<file path="src/rtl/adder_ctrl_pkg.sv">
// Shared types, constants and the double-dabble step for the adder sequencing controller.
package adder_ctrl_pkg;

    typedef enum logic [2:0] {
        WAIT_A,
        WAIT_B,
        ADD,
        CONV,
        SHOW
    } state_t;

    localparam int unsigned BCD_ITER = 5;
    localparam int unsigned ITER_W   = 3;
    localparam int unsigned OPND_W   = 4;
    localparam int unsigned SUM_W    = 5;
    localparam int unsigned BCD_W    = 4;
    localparam int unsigned SCR_W    = 8;

    localparam logic [1:0] AN_ONES = 2'b10;
    localparam logic [1:0] AN_TENS = 2'b01;
    localparam logic [1:0] AN_OFF  = 2'b11;

    // One shift-add-3 iteration: correct each nibble >= 5, then shift in the next sum bit.
    function automatic logic [SCR_W-1:0] dabble_step(input logic [SCR_W-1:0] scr,
                                                     input logic             bit_in);
        logic [BCD_W-1:0] hi;
        logic [BCD_W-1:0] lo;
        hi = (scr[7:4] >= 4'd5) ? scr[7:4] + 4'd3 : scr[7:4];
        lo = (scr[3:0] >= 4'd5) ? scr[3:0] + 4'd3 : scr[3:0];
        return {hi[2:0], lo, bit_in};
    endfunction

endpackage

</file>
<file path="src/rtl/btn_edge.sv">
// Two-flop synchronizer plus rising-edge detector; one pulse per button press.
module btn_edge (
    input  logic clk,
    input  logic rst,
    input  logic btn,
    output logic pulse_c
);

    logic sync_q;
    logic sync_qq;
    logic prev_q;

    always_ff @(posedge clk) begin
        if (rst) begin
            sync_q  <= 1'b0;
            sync_qq <= 1'b0;
            prev_q  <= 1'b0;
        end else begin
            sync_q  <= btn;
            sync_qq <= sync_q;
            prev_q  <= sync_qq;
        end
    end

    assign pulse_c = sync_qq & ~prev_q;

endmodule

</file>
<file path="src/rtl/adder_seq_ctrl.sv">
// Operand capture, 5-bit add, sequential binary-to-BCD conversion and two-digit display scan.
module adder_seq_ctrl
    import adder_ctrl_pkg::*;
#(
    parameter int unsigned SCAN_DIV = 50000
) (
    input  logic             clk,
    input  logic             rst,
    input  logic [OPND_W-1:0] sw,
    input  logic             btn_load,
    input  logic             btn_clr,
    output logic [OPND_W-1:0] op_a,
    output logic [OPND_W-1:0] op_b,
    output logic [SUM_W-1:0]  sum,
    output logic [BCD_W-1:0]  ten_bcd,
    output logic [BCD_W-1:0]  one_bcd,
    output logic             busy,
    output logic             done,
    output logic [1:0]       an,
    output logic [BCD_W-1:0]  digit_bcd
);

    localparam int unsigned SCAN_W = (SCAN_DIV > 2) ? $clog2(SCAN_DIV) : 1;
    localparam logic [SCAN_W-1:0] SCAN_LAST = SCAN_W'(SCAN_DIV - 1);
    localparam logic [ITER_W-1:0] ITER_LAST = ITER_W'(BCD_ITER - 1);

    logic load_p;
    logic clr_p;

    state_t            state;
    logic [SCR_W-1:0]  scratch;
    logic [ITER_W-1:0] iter;
    logic [ITER_W-1:0] bit_idx;
    logic [SCR_W-1:0]  step;

    logic [SCAN_W-1:0] scan_cnt;
    logic              slot;

    btn_edge u_load_edge (
        .clk     (clk),
        .rst     (rst),
        .btn     (btn_load),
        .pulse_c (load_p)
    );

    btn_edge u_clr_edge (
        .clk     (clk),
        .rst     (rst),
        .btn     (btn_clr),
        .pulse_c (clr_p)
    );

    // Next scratch value; the sum is consumed MSB first.
    always_comb begin
        bit_idx = ITER_LAST - iter;
        step    = dabble_step(scratch, sum[bit_idx]);
    end

    // Sequencing FSM with registered datapath and status outputs; clear beats everything.
    always_ff @(posedge clk) begin
        if (rst) begin
            state   <= WAIT_A;
            op_a    <= '0;
            op_b    <= '0;
            sum     <= '0;
            ten_bcd <= '0;
            one_bcd <= '0;
            scratch <= '0;
            iter    <= '0;
            busy    <= 1'b0;
            done    <= 1'b0;
        end else begin
            done <= 1'b0;
            if (clr_p) begin
                state   <= WAIT_A;
                op_a    <= '0;
                op_b    <= '0;
                sum     <= '0;
                ten_bcd <= '0;
                one_bcd <= '0;
                busy    <= 1'b0;
            end else begin
                case (state)
                    WAIT_A: begin
                        if (load_p) begin
                            op_a  <= sw;
                            state <= WAIT_B;
                        end
                    end
                    WAIT_B: begin
                        if (load_p) begin
                            op_b  <= sw;
                            busy  <= 1'b1;
                            state <= ADD;
                        end
                    end
                    ADD: begin
                        sum     <= {1'b0, op_a} + {1'b0, op_b};
                        scratch <= '0;
                        iter    <= '0;
                        state   <= CONV;
                    end
                    CONV: begin
                        scratch <= step;
                        iter    <= iter + 1'b1;
                        if (iter == ITER_LAST) begin
                            ten_bcd <= step[7:4];
                            one_bcd <= step[3:0];
                            done    <= 1'b1;
                            busy    <= 1'b0;
                            state   <= SHOW;
                        end
                    end
                    SHOW: begin
                        if (load_p) begin
                            op_a  <= sw;
                            state <= WAIT_B;
                        end
                    end
                    default: begin
                        state <= WAIT_A;
                        busy  <= 1'b0;
                    end
                endcase
            end
        end
    end

    // Free-running slot timer, independent of the FSM.
    always_ff @(posedge clk) begin
        if (rst) begin
            scan_cnt <= '0;
            slot     <= 1'b0;
        end else if (scan_cnt == SCAN_LAST) begin
            scan_cnt <= '0;
            slot     <= ~slot;
        end else begin
            scan_cnt <= scan_cnt + 1'b1;
        end
    end

    // Decoded straight from registers so a new digit shows in the current slot.
    always_comb begin
        an        = AN_ONES;
        digit_bcd = one_bcd;
        if (slot) begin
            digit_bcd = ten_bcd;
            an        = (ten_bcd == '0) ? AN_OFF : AN_TENS;
        end
    end

endmodule

</file>
<file path="config.mk">
export PLATFORM = sky130hd
export DESIGN_NAME = adder_seq_ctrl
export DESIGN_NICKNAME = d
export VERILOG_FILES = /design/src/rtl/adder_ctrl_pkg.sv /design/src/rtl/btn_edge.sv /design/src/rtl/adder_seq_ctrl.sv
export SDC_FILE = /design/constraint.sdc
export NUM_CORES = 1
export LEC_CHECK = 0
export CAP_MARGIN = 40
export CORE_MARGIN = 5
export CORE_UTILIZATION = 57
export CTS_BUF_LIST = sky130_fd_sc_hd__clkbuf_4
export DETAILED_ROUTE_END_ITERATION = 7
export GPL_TIMING_DRIVEN = 0
export MAX_ROUTING_LAYER = met4
export PLACE_DENSITY = 0.87
export SYNTH_ARGS = -nofsm -noshare
export SYNTH_HDL_FRONTEND = slang
export SYNTH_SLANG_ARGS = --single-unit
export TNS_END_PERCENT = 100
</file>
<file path="constraint.sdc">
create_clock -name clk -period 2.5 [get_ports clk]
set_clock_uncertainty 0.1 [all_clocks]
set_input_delay 0.5 -clock clk [delete_from_list [all_inputs] [get_ports clk]]
set_output_delay 0.5 -clock clk [all_outputs]
set_load 0.02 [all_outputs]
</file>
==> reports/metrics.yaml <==
status: "completed"
grt_setup_unrepaired: "false"
fin_crit_sh_pct: 93.5
cts_tree: "built"
fmax_ghz: 0.428
async_flop_share_pct: 0
wl_mm: 5.82
critical_path_required_ns: 1.90
end_kind: "primary output"
yosys_most_used_dff: "dfxtp_1"
num_rows: 25
fp.dieW_um: 79.9
synth_area_leaders: "dfxtp_1 43%, nor2_1 6.1%, ha_1 5.4%"
dr_total_vias: 2337
die_area_um2: 6380
fin_nets: 376
viasPerCell: 5.47
grt_max_degree: 11
synth_edf_count: 0
regArea_um2: 1200
worstHoldPathType: "reg -> reg"
syn_inst: 309
hold_buffers: 0
critPathMaxStageDelay_ns: 0.54
antenna_found_initial: 0
boundaryPins: 37
overflow: 0
yosys_warnings: 0
power_leakage_nw: 1.19
power_per_cell_area_nw_per_um2: 512
insertion_delay_ns: 0.40
grt_pass1_vias: 2238
worst_slew_pin_slew_ns: 0.698
globalplace.congestion: 0.855
initial_utilization_pct: 58.9
synthesis.area_um2: 2780
clockBufferDepth: 2
hold_viol: 0
timing.hold.ws_ns: 0.344
cap_violations: 0
slew_headroom_pct: 53.1
period_minus_slack_ns: 2.34
post-dp-hpwl_mm: 4.27
path_cells: "mux2_2, clkdlybuf4s50_1"
timing.setup.tns_ns: 0
die_h_um: 79.9
worst-setup-path-type: "reg -> out"
routedWlPerCell_um: 13.6
synth-seq-cells: 60
multiInputGateArea_um2: 1480
critPathMaxFanout: 7
synth_nets: 330
numPortBuffers: 36
finalSetupViolations: 0
ir_drop_v: 0.000413
ant_nets: 0
cts.sinks: 60
cp_slowest_cell: "clkdlybuf4s50_1"
drtPass1Iterations: 5
core-area_um2: 4720
diodes: 0
clockRootBuffer: "clkbuf_4"
grt_pass1_wl_mm: 10.2
htree_levels: 3
crit_arrival_ns: 1.74
synth_top_area_cell: "dfxtp_1"
cts.clk_slew.worst_paths_ns: 0.09
drive_gt1_share_pct: 9.17
ys_seq_area_share_pct: 43.2
syn_to_final_growth_pct: 20.6
syn_avg_cell_area_um2: 9.01
drc: 0
drt_iter0_drc: 122
grt_usage_pct: 20.8
numCtsBuffers: 9
synth_top_area_share_pct: 43.2
ys_types: 48
critPathLaunchType: "flip-flop"
slew_viol_final: 0
n_fill_cell: 368
critical path, delay by kind of cell, from the launching register on:
| kind | cells | cell delay (ns) |
|---|---|---|
| buffers and inverters | 1 | 0.54 |
| DFF | 1 | 0.44 |
| muxes | 1 | 0.36 |
flip-flops by register name (all words and copies together), names as in the netlist:
register and flops:
u_load_edge.prev_q 1, state 3, scan_cnt 16, op_b 4, one_bcd 4, ten_bcd 4, u_clr_edge.prev_q 1, u_clr_edge.sync_q 1
scratch 8, done 1, busy 1, op_a 4, u_load_edge.sync_q 1, slot 1, sum 5, iter 3
u_load_edge.sync_qq 1, u_clr_edge.sync_qq 1
worst paths after layout:
check                                         from  cells past startpoint                  end  slack, ns
worst min register to register  u_load_edge.sync_q                      1  u_load_edge.sync_qq       0.34
worst max-delay path                          slot                      2         digit_bcd[3]       0.16
worst min-delay path            u_load_edge.sync_q                      1  u_load_edge.sync_qq       0.34
worst max register to register            state[0]                      5           scratch[4]       0.42
metrics by stage:
stage                     cells  total power [mW]  setup slack, ns  utilization [%]  area (um^2)
after floorplan             309              1.05            0.623                -         2780
after global placement      412              1.08            0.194             68.3         3230
after detailed placement    412              1.08            0.189             68.3         3230
after CTS                   427              1.73           0.0207             71.0         3350
after global routing        427              1.79           0.0810             71.1         3360
final                       427              1.72            0.161             71.1         3360
per-layer routing:
layer	vias up	routed length, um	global-route usage [%]
met2	73	2750	33.0
met1	1094	2710	26.0
li1	1163	-	-
met5	-	0	-
met4	0	70	8.28
met3	7	298	4.51
what timing repair did:
item	4_1_cts	5_1_grt
setup buffers	0	0
gates cloned	0	0
endpoints found under the setup margin	4	5
pin swaps	0	0
resized for setup	0	2
final cells by class:
| cell class | instances | area share, % |
|---|---|---|
| sequential | 60 | 35.8 |
| inverter | 10 | 1.12 |
| buffer | 13 | 1.94 |
| timing repair buffer | 36 | 10.8 |
| multi-input combinational | 225 | 43.9 |
| clock inverter | 6 | 1.64 |
| tap | 67 | 2.50 |
| clock buffer | 10 | 2.24 |
logic make-up after synthesis:
family | count (synthesis) | synth area share, %
buffers and inverters | 24 | 3.82
AND/OR/NAND/NOR | 131 | 24.7
XOR/XNOR | 18 | 5.67
multiplexers | 16 | 6.03
flip-flops | 60 | 43.2
adder cells (fa/ha/maj) | 13 | 6.11
AO/OA/AOI/OAI | 47 | 10.5
where the power goes:
| group | leakage [nW] | internal [mW] | total, mW | switching, mW |
|---|---|---|---|---|
| sequential | 0.486 | 0.967 | 0.975 | 0.00787 |
| combinational | 0.624 | 0.0371 | 0.0836 | 0.0466 |
| clock | 0.0797 | 0.308 | 0.659 | 0.351 |
| total | 1.19 | 1.31 | 1.72 | 0.406 |
layout by cell type (no fill, tap or decap), types with 5 or more instances in the layout:
cell,Yosys,routed
ha_1,12,12
nor2b_1,9,9
clkbuf_1,10,9
clkinv_2,0,5
clkbuf_4,0,10
nor3_1,12,12
nand4_1,6,6
o21ai_0,9,9
clkdlybuf4s50_1,0,35
mux2i_1,10,10
nand2_1,24,24
xnor2_1,15,15
nor2_1,45,45
dfxtp_1,60,59
inv_1,10,10
a21oi_1,16,16
mux2_2,6,6
nand3_1,7,7
synth_stat cells (6+ instances only):
cell and n:
nor2b_1 9, nand3_1 7, mux2i_1 10, inv_1 10, ha_1 12, nand4_1 6
clkbuf_1 10, a21oi_1 16, mux2_2 6, nor2_1 45, o21ai_0 9, nand2_1 24
nor3_1 12, xnor2_1 15, dfxtp_1 60
Note: power is estimated with default switching activity, not from simulation.
